==> src/rtl/i2c_pkg.sv <==
// Shared types and constants for the single-byte I2C master (mestre_i2c).
package i2c_pkg;

    localparam int I2C_ADDR_W = 7;
    localparam int I2C_BYTE_W = 8;

    localparam logic OP_ESCRITA = 1'b0;
    localparam logic OP_LEITURA = 1'b1;

    typedef enum logic [2:0] {
        OCIOSO   = 3'd0,
        START    = 3'd1,
        ENDERECO = 3'd2,
        ACK_END  = 3'd3,
        DADO     = 3'd4,
        ACK_DADO = 3'd5,
        STOP     = 3'd6,
        FIM      = 3'd7
    } estado_t;

    // Open-drain style: a 0 bit is sent by pulling the line low.
    function automatic logic sda_puxa(input logic bit_v);
        return ~bit_v;
    endfunction

endpackage

==> src/rtl/divisor_scl.sv <==
// Quarter-period tick generator for the I2C master; the counter only runs while enabled
// and can be frozen at zero (clock stretching) through i_hold.
module divisor_scl #(
    parameter int DIV_QUARTO = 3
) (
    input  logic clk,
    input  logic reset,
    input  logic i_enable,
    input  logic i_hold,
    output logic o_tick
);

    localparam int CW = $clog2(DIV_QUARTO);
    localparam logic [CW-1:0] ULTIMO = CW'(DIV_QUARTO - 1);

    logic [CW-1:0] r_cnt;

    // Quarter counter: cleared while idle, parked at zero while held.
    always_ff @(posedge clk or posedge reset) begin
        if (reset) begin
            r_cnt <= {CW{1'b0}};
        end else if (!i_enable) begin
            r_cnt <= {CW{1'b0}};
        end else if (i_hold && (r_cnt == {CW{1'b0}})) begin
            r_cnt <= {CW{1'b0}};
        end else if (r_cnt == ULTIMO) begin
            r_cnt <= {CW{1'b0}};
        end else begin
            r_cnt <= r_cnt + CW'(1);
        end
    end

    assign o_tick = i_enable && (r_cnt == ULTIMO);

endmodule

==> src/rtl/mestre_i2c.sv <==
// Single-byte I2C master: START, address+R/W, ACK, one data byte, ACK/NACK, STOP.
// Optional clock stretching on scl_in is enabled with the I2C_CLOCK_STRETCH_EN macro.
module mestre_i2c
    import i2c_pkg::*;
#(
    parameter int DIV_QUARTO = 3
) (
    input  logic                  clk,
    input  logic                  reset,
    input  logic                  inicio,
    input  logic [I2C_ADDR_W-1:0] endereco,
    input  logic                  operacao,
    input  logic [I2C_BYTE_W-1:0] dado_escrita,
    output logic [I2C_BYTE_W-1:0] dado_lido,
    output logic                  ocupado,
    output logic                  pronto,
    output logic                  nack,
    output logic                  scl,
    output logic                  sda_oe,
    input  logic                  sda_in,
    input  logic                  scl_in
);

    estado_t               r_estado;
    logic [1:0]            r_q;
    logic [2:0]            r_bit;
    logic [I2C_BYTE_W-1:0] r_shift;
    logic [I2C_BYTE_W-1:0] r_dw;
    logic [I2C_BYTE_W-1:0] r_dado_lido;
    logic                  r_op;
    logic                  r_scl;
    logic                  r_sda_oe;
    logic                  r_ocupado;
    logic                  r_pronto;
    logic                  r_nack;
    logic                  w_tick;
    logic                  w_hold;

`ifdef I2C_CLOCK_STRETCH_EN
    // A slave holding scl low freezes the quarter counter at the start of a high quarter.
    assign w_hold = r_scl & ~scl_in;
`else
    logic w_scl_in_unused;
    assign w_scl_in_unused = scl_in;
    assign w_hold          = 1'b0;
`endif

    divisor_scl #(
        .DIV_QUARTO (DIV_QUARTO)
    ) u_divisor (
        .clk      (clk),
        .reset    (reset),
        .i_enable (r_ocupado),
        .i_hold   (w_hold),
        .o_tick   (w_tick)
    );

    // Transaction sequencer; every bus change is made on the tick that ends the current quarter.
    always_ff @(posedge clk or posedge reset) begin
        if (reset) begin
            r_estado    <= OCIOSO;
            r_q         <= 2'd0;
            r_bit       <= 3'd0;
            r_shift     <= 8'h00;
            r_dw        <= 8'h00;
            r_dado_lido <= 8'h00;
            r_op        <= 1'b0;
            r_scl       <= 1'b1;
            r_sda_oe    <= 1'b0;
            r_ocupado   <= 1'b0;
            r_pronto    <= 1'b0;
            r_nack      <= 1'b0;
        end else begin
            case (r_estado)
                OCIOSO, FIM: begin
                    r_pronto <= 1'b0;
                    if (inicio) begin
                        r_op      <= operacao;
                        r_dw      <= dado_escrita;
                        r_shift   <= {endereco, operacao};
                        r_nack    <= 1'b0;
                        r_ocupado <= 1'b1;
                        r_estado  <= START;
                        r_q       <= 2'd0;
                        r_bit     <= 3'd0;
                        r_scl     <= 1'b1;
                        r_sda_oe  <= 1'b0;
                    end else begin
                        r_estado <= OCIOSO;
                    end
                end
                START: begin
                    if (w_tick) begin
                        if (r_q == 2'd0) begin
                            r_q      <= 2'd1;
                            r_sda_oe <= 1'b1;
                        end else begin
                            r_estado <= ENDERECO;
                            r_q      <= 2'd0;
                            r_bit    <= 3'd0;
                            r_scl    <= 1'b0;
                            r_sda_oe <= sda_puxa(r_shift[7]);
                        end
                    end
                end
                ENDERECO, ACK_END, DADO, ACK_DADO: begin
                    if (w_tick) begin
                        case (r_q)
                            2'd0: r_q <= 2'd1;
                            2'd1: begin
                                r_q   <= 2'd2;
                                r_scl <= 1'b1;
                            end
                            2'd2: begin
                                r_q <= 2'd3;
                                if (r_estado == DADO && r_op == OP_LEITURA) begin
                                    r_shift <= {r_shift[6:0], sda_in};
                                end else if (r_estado == ACK_END ||
                                             (r_estado == ACK_DADO && r_op == OP_ESCRITA)) begin
                                    r_nack <= r_nack | sda_in;
                                end
                            end
                            default: begin
                                r_q   <= 2'd0;
                                r_scl <= 1'b0;
                                case (r_estado)
                                    ENDERECO: begin
                                        if (r_bit == 3'd7) begin
                                            r_estado <= ACK_END;
                                            r_sda_oe <= 1'b0;
                                        end else begin
                                            r_bit    <= r_bit + 3'd1;
                                            r_shift  <= {r_shift[6:0], 1'b0};
                                            r_sda_oe <= sda_puxa(r_shift[6]);
                                        end
                                    end
                                    ACK_END: begin
                                        if (r_nack) begin
                                            r_estado <= STOP;
                                            r_sda_oe <= 1'b1;
                                        end else begin
                                            r_estado <= DADO;
                                            r_bit    <= 3'd0;
                                            if (r_op == OP_LEITURA) begin
                                                r_shift  <= 8'h00;
                                                r_sda_oe <= 1'b0;
                                            end else begin
                                                r_shift  <= r_dw;
                                                r_sda_oe <= sda_puxa(r_dw[7]);
                                            end
                                        end
                                    end
                                    DADO: begin
                                        if (r_bit == 3'd7) begin
                                            r_estado <= ACK_DADO;
                                            r_sda_oe <= 1'b0;
                                        end else if (r_op == OP_LEITURA) begin
                                            r_bit    <= r_bit + 3'd1;
                                            r_sda_oe <= 1'b0;
                                        end else begin
                                            r_bit    <= r_bit + 3'd1;
                                            r_shift  <= {r_shift[6:0], 1'b0};
                                            r_sda_oe <= sda_puxa(r_shift[6]);
                                        end
                                    end
                                    default: begin
                                        r_estado <= STOP;
                                        r_sda_oe <= 1'b1;
                                        if (r_op == OP_LEITURA) begin
                                            r_dado_lido <= r_shift;
                                        end
                                    end
                                endcase
                            end
                        endcase
                    end
                end
                STOP: begin
                    if (w_tick) begin
                        case (r_q)
                            2'd0: begin
                                r_q   <= 2'd1;
                                r_scl <= 1'b1;
                            end
                            2'd1: begin
                                r_q      <= 2'd2;
                                r_sda_oe <= 1'b0;
                            end
                            default: begin
                                r_q       <= 2'd0;
                                r_estado  <= FIM;
                                r_ocupado <= 1'b0;
                                r_pronto  <= 1'b1;
                            end
                        endcase
                    end
                end
                default: r_estado <= OCIOSO;
            endcase
        end
    end

    assign dado_lido = r_dado_lido;
    assign ocupado   = r_ocupado;
    assign pronto    = r_pronto;
    assign nack      = r_nack;
    assign scl       = r_scl;
    assign sda_oe    = r_sda_oe;

endmodule

==> config.mk <==
export PLATFORM = sky130hd
export DESIGN_NAME = mestre_i2c
export DESIGN_NICKNAME = d
export VERILOG_FILES = /design/src/rtl/i2c_pkg.sv /design/src/rtl/divisor_scl.sv /design/src/rtl/mestre_i2c.sv
export SDC_FILE = /design/constraint.sdc
export NUM_CORES = 1
export LEC_CHECK = 0
export BUFFER_PORTS_ARGS = -buffer_cell sky130_fd_sc_hd__buf_2
export CAP_MARGIN = 20
export CORE_MARGIN = 8
export CORE_UTILIZATION = 47
export CTS_CLUSTER_SIZE = 10
export DETAILED_ROUTE_END_ITERATION = 12
export PLACE_DENSITY = 0.73
export SETUP_SLACK_MARGIN = 0.15
export SLEW_MARGIN = 30
export SYNTH_ARGS = -nofsm -noshare
export SYNTH_HDL_FRONTEND = slang
export SYNTH_SLANG_ARGS = --single-unit
==> constraint.sdc <==
create_clock -name clk -period 2.5 [get_ports clk]
set_clock_uncertainty 0.1 [all_clocks]
set_input_delay 0.5 -clock clk [delete_from_list [all_inputs] [get_ports clk]]
set_output_delay 0.5 -clock clk [all_outputs]
set_load 0.01 [all_outputs]
# Yosys cells after proc, flatten, opt, wreduce, memory -nomap -nowiden

Index checks and enable logic that the tools add are counted.

Register bits after elaboration: 40
Bits in latches: 0
RAM bits: 0
Bits in read-only memories: 0
Bits of input ports: 21
Memories: 0

Add/subtract/negate cells: 2
$mul: 0
Divide/modulo/power cells: 0
Magnitude comparators: 0
Equality and inequality tests: 36
Shifts and indexed selects: 0
Mux-type cells: 75
Bitwise operators: 7
Reduce and logical (&&, ||, !) cells: 27

Operators by type and width:

| operator           | number |
|---|---|
| $mux 8             | 8 |
| $mux 3             | 15 |
| $pmux 8 s2         | 2 |
| $mux 1             | 28 |
| $pmux 8 s3         | 1 |
| $ne 2x2->1 const B | 11 |
| $ne 3x3->1 const B | 6 |
| $pmux 3 s3         | 2 |
| $ne 4x4->1 const B | 4 |
| $eq 3x3->1 const B | 5 |
| $mux 2             | 7 |
| $pmux 3 s4         | 1 |
| $reduce_and 6->1   | 2 |
| $reduce_and 10->1  | 1 |
| $reduce_and 9->1   | 1 |
| $pmux 1 s2         | 4 |
| $pmux 1 s4         | 2 |
| $pmux 2 s4         | 1 |
| $reduce_and 4->1   | 2 |
| $reduce_and 8->1   | 1 |
| $reduce_or 2->1    | 4 |
| $reduce_and 7->1   | 1 |
| $eq 3x2->1 const B | 2 |
| $ne 2x1->1 const B | 3 |
| other kinds (23)   | 33 |

# Logic depth before layout (Yosys ltp)

Depth in word-level cells: 8
Gate-level depth with buffers: 8

# Modules after synthesis

Synthesis repeated with hierarchy kept, for this count alone.

Cell total of the unflattened synthesis: 247
Area, all modules: 2458.6 um^2

By module, submodules not included:

| module      | times used | cells each | area each (um^2) | seq. area each (um^2) |
|---|---|---|---|---|
| mestre_i2c  | 1          | 241        | 2372.3           | 952.2 |
| divisor_scl | 1          | 6          | 86.3             | 50.0 |

# Least setup slack after synthesis

OpenSTA, ideal clock, no wires.

Path type: register to register
Start point: register r_q[0]
End point: register r_shift[0]
Library setup time: 125 ps
Arrival time: 1839 ps
Data required time: 2275 ps
Slack: 436 ps
Cell stages (with the launch flop): 8
Clock period less this slack: 2064 ps
Path through: dfrtp_1 > inv_1 > ha_1 > clkbuf_1 > o21bai_1 > a221oi_1 > nor3_4 > mux2_2

Word-level cells in the longest chain between the ends: 5
Elaborated cells between the ends (all ways): 15
Classes of those cells: 9 x eq/ne; 3 x mux; 3 x reduce/logical

RTL lines:

| what                                                 | line              | source |
|---|---|---|
| start, declared                                      | mestre_i2c.sv:25  | `logic [1:0] r_q;` |
| start signal, assigned                               | mestre_i2c.sv:62  | `r_q <= 2'd0;` |
| start signal, assigned                               | mestre_i2c.sv:84  | `r_q <= 2'd0;` |
| start signal, assigned                               | mestre_i2c.sv:95  | `r_q <= 2'd1;` |
| $eq 2x1->1 / $logic_not 2->1 (equally long branches) | mestre_i2c.sv:108 | `case (r_q)` |
| $reduce_or 2->1 (no line)                            | n/a               |  |
| $pmux 8 s2                                           | mestre_i2c.sv:108 |  |
| $mux 8                                               | mestre_i2c.sv:107 | `if (w_tick) begin` |
| $pmux 8 s2                                           | mestre_i2c.sv:74  | `case (r_estado)` |
| end signal, assigned                                 | mestre_i2c.sv:80  | `r_shift <= {endereco, operacao};` |
| end signal, assigned                                 | mestre_i2c.sv:117 | `r_shift <= {r_shift[6:0], sda_in};` |
| end signal, assigned                                 | mestre_i2c.sv:133 | `r_shift <= {r_shift[6:0], 1'b0};` |
| end, declared                                        | mestre_i2c.sv:27  | `logic [I2C_BYTE_W-1:0] r_shift;` |

Several ways; a longest one is shown, not always the timed one. The select of a mux whose other input is x is not followed.
A chain may end at the register's enable or synchronous reset.

# Final worst setup path

Start point: register r_q[0]
End point: register r_shift[4]

Same word-level chain as after synthesis.

==> load_flow_metrics.sql <==
INSERT INTO impl_metrics (metric_group, metric, value, unit) VALUES
('status', 'outcome', 'complete, no violations', ''),
('timing', 'timing.final.hold_violations', '0', ''),
('place', 'dpl.hpwl', '3870', 'microns'),
('floorplan', 'starting_density', '0.477', ''),
('routing', 'drt_iter0_markers', '235', ''),
('setup_path', 'setup_crit_end_kind', 'flip-flop', ''),
('finish', 'final_design_area_no_fill', '2780', 'sq um'),
('finish', 'n_fill_cell', '434', ''),
('yosys', 'synth_flop_cell', 'dfrtp_1', ''),
('yosys', 'synth_edf_count', '0', ''),
('setup_path', 'worst_setup_path_startpoint', 'r_q[0]', ''),
('floorplan', 'floorplan.die.width', '87.1', 'microns'),
('yosys', 'yosys_register_bits', '40', ''),
('global_route', 'grt_util_met2', '0.251', ''),
('clocking', 'clk_transition_reported_paths', '0.08', 'ns'),
('clocking', 'clock_sink_count', '40', ''),
('global_route', 'grt_max_degree', '41', ''),
('clocking', 'cts_tree', 'yes', ''),
('global_route', 'grtUsageTotal', '0.149', ''),
('place', 'post_dp_cell_area', '2640', 'sq um'),
('setup_path', 'worst_ep_required', '2.57', 'ns'),
('clocking', 'post_cts_resized', '0', ''),
('global_route', 'grt_pass1_vias', '1968', ''),
('routing', 'remaining_drc_errors', '0', ''),
('finish', 'syn2layout_area_growth', '17.1', '%'),
('yosys', 'seq_total_area_yosys', '0.422', ''),
('place', 'place_congestion', '0.881', ''),
('floorplan', 'die_y', '87.1', 'microns'),
('timing', 'worst_pin_slew', '0.535', 'ns'),
('clocking', 'cts_inserted_buffers', '5', ''),
('clocking', 'cts_hold_buffers', '0', ''),
('setup_path', 'worst-path-max-fanout', '9', ''),
('timing', 'final.setup.tns', '0', 'ns'),
('routing', 'route.detailed.vias_per_inst', '5.64', ''),
('finish', 'area_occupied_by_multi_input_gates', '1250', 'sq um'),
('timing', 'period_share', '0.897', ''),
('setup_path', 'cpPeakStageDelay', '0.43', 'ns'),
('run', 'drv.max_cap_violation_count', '0', ''),
('global_route', 'met1_usage', '0.178', ''),
('timing', 'grt_setup_unrepaired', 'true', ''),
('clocking', 'cts.repair_timing.setup_buffer_count', '0', ''),
('yosys', 'yosysWarnings', '0', ''),
('yosys', 'asyncSetResetFlopFracSynth', '1.00', ''),
('setup_path', 'criticalPathCategory', 'flip-flop to flip-flop', ''),
('worst_hold_path', 'hold_path.class', 'input pin to async pin', ''),
('global_route', 'globalRouteOverflowTotal', '0', ''),
('routing', 'drt_wl_total', '5310', 'microns'),
('global_route', 'grt_antenna_before_repair', '0', ''),
('timing', 'timing.fmax', '446', 'MHz'),
('power_and_ir_drop', 'vdd_ir_drop_max', '0.000615', 'V'),
('finish', 'mostFrequentLayoutCells', '38 x dfrtp_1, 32 x buf_2, 30 x mux2_2', ''),
('setup_path', 'timing.critical_path.cells', 'inv_1 > ha_1 > o21bai_1 > a221oi_1 > nor3_4 > buf_4 > mux2_2', ''),
('yosys', 'ys_types', '45', ''),
('routing', 'drt_antenna_net_count', '0', ''),
('setup_path', 'cp_slowest_cell', 'a221oi_1', ''),
('timing', 'timing_max_transition_violations_final', '0', ''),
('timing', 'fin_crit', '2.24', 'ns'),
('yosys', 'synth.net_count', '262', ''),
('finish', 'seqCellArea', '1000', 'sq um'),
('routing', 'drt-wirelength-per-cell', '15.6', 'microns'),
('setup_path', 'worst-endpoint-arrival', '2.32', 'ns'),
('routing', 'number_of_vias_in_the_routed_layout', '1924', ''),
('clocking', 'clock_latency_of_the_later_clocked_register_in_the_worst_skew_pair', '0.29', 'ns'),
('setup_path', 'path_buf_inv', '2', ''),
('floorplan', 'std_cell_rows', '26', ''),
('clocking', 'clock_tree.buffer_depth', '2', ''),
('floorplan', 'io_pins', '34', ''),
('floorplan', 'design.die.area', '7580', 'sq um'),
('setup_path', 'startpoint_of_the_lowest_slack_register_to_register_path', 'r_q[0]', ''),
('yosys', 'post_synthesis_cell_count', '234', ''),
('clocking', 'htreeDepth', '2', '');
[path summary, 6_finish.rpt]
check,to,slack (ns),cells after the start
hold reg to reg,u_divisor.r_cnt[0],0.36,1
setup reg to reg,r_shift[4],0.26,7
setup / recovery,r_shift[4],0.26,7
hold / removal,dado_lido[0],0.22,3
max in group asynchronous,r_estado[1],1.71,3
min in group clk,r_dw[2],0.34,2
[synthesized netlist by cell type, types with 3 or more instances]
cell type,count,share of area
nand2_1,18,0.028
a31oi_1,3,0.0079
buf_2,6,0.013
nor2b_1,7,0.018
nand3_1,3,0.0063
mux2i_1,8,0.034
inv_1,11,0.017
o21ai_0,16,0.034
nor3_1,8,0.017
mux2_2,30,0.14
a21oi_1,16,0.034
nor3b_1,3,0.0095
nor2_1,11,0.017
clkbuf_1,7,0.011
ha_1,7,0.037
dfrtp_1,39,0.41
or3_1,4,0.011
[stage by stage]
| stage | hold WS (ns) | setup slack (ns) | power [W] |
|---|---|---|---|
| after detailed placement | 0.358 | 0.256 | 0.00316 |
| after floorplan | 0.321 | 0.436 | 0.00266 |
| after global placement | 0.343 | 0.258 | 0.00311 |
| after CTS | 0.240 | 0.222 | 0.00380 |
| after global routing | 0.278 | 0.154 | 0.00410 |
| final | 0.218 | 0.259 | 0.00380 |
[where the power goes]
group / internal (W) / switching, W / leakage (nW)
clock network: 0.000393 / 0.000214 / 0.0642
registers: 0.000910 / 0.000244 / 0.500
logic: 0.000953 / 0.00109 / 0.697
[cells by family after synthesis]
family / share of synthesized area
xor+xnor: 0.00738
mux: 0.176
simple gates: 0.142
fa+ha+maj: 0.0369
buf+inv: 0.0553
compound gates: 0.161
flops: 0.422
[worst register-to-register path, cell delays in order, from the launching register on]
cell and delay [ns]:
dfrtp_1 0.39, inv_1 0.11, ha_1 0.35, o21bai_1 0.23, a221oi_1 0.43, nor3_4 0.05
buf_4 0.19, mux2_2 0.28
[layout make-up]
class	count	share of cell area
Timing Repair Buffer	46	0.0954
Inverter	12	0.0162
Multi-Input combinational cell	166	0.450
Sequential cell	40	0.361
Tap cell	70	0.0315
Clock inverter	2	0.0216
Clock buffer	5	0.0247
[metal layers]
| layer | share of wire | vias to the layer above |
|---|---|---|
| met5 | 0 | - |
| met4 | 0.022 | 0 |
| met3 | 0.058 | 13 |
| met2 | 0.49 | 70 |
| met1 | 0.43 | 931 |
| li1 | - | 910 |
[sequential cells by signal, indices dropped and copies added (netlist names), 2 cells and up]
| name | count |
|---|---|
| r_shift | 8 |
| r_q | 2 |
| dado_lido | 8 |
| r_estado | 3 |
| r_dw | 8 |
| r_bit | 3 |
| u_divisor.r_cnt | 2 |
(Power assumes the default switching activity.)
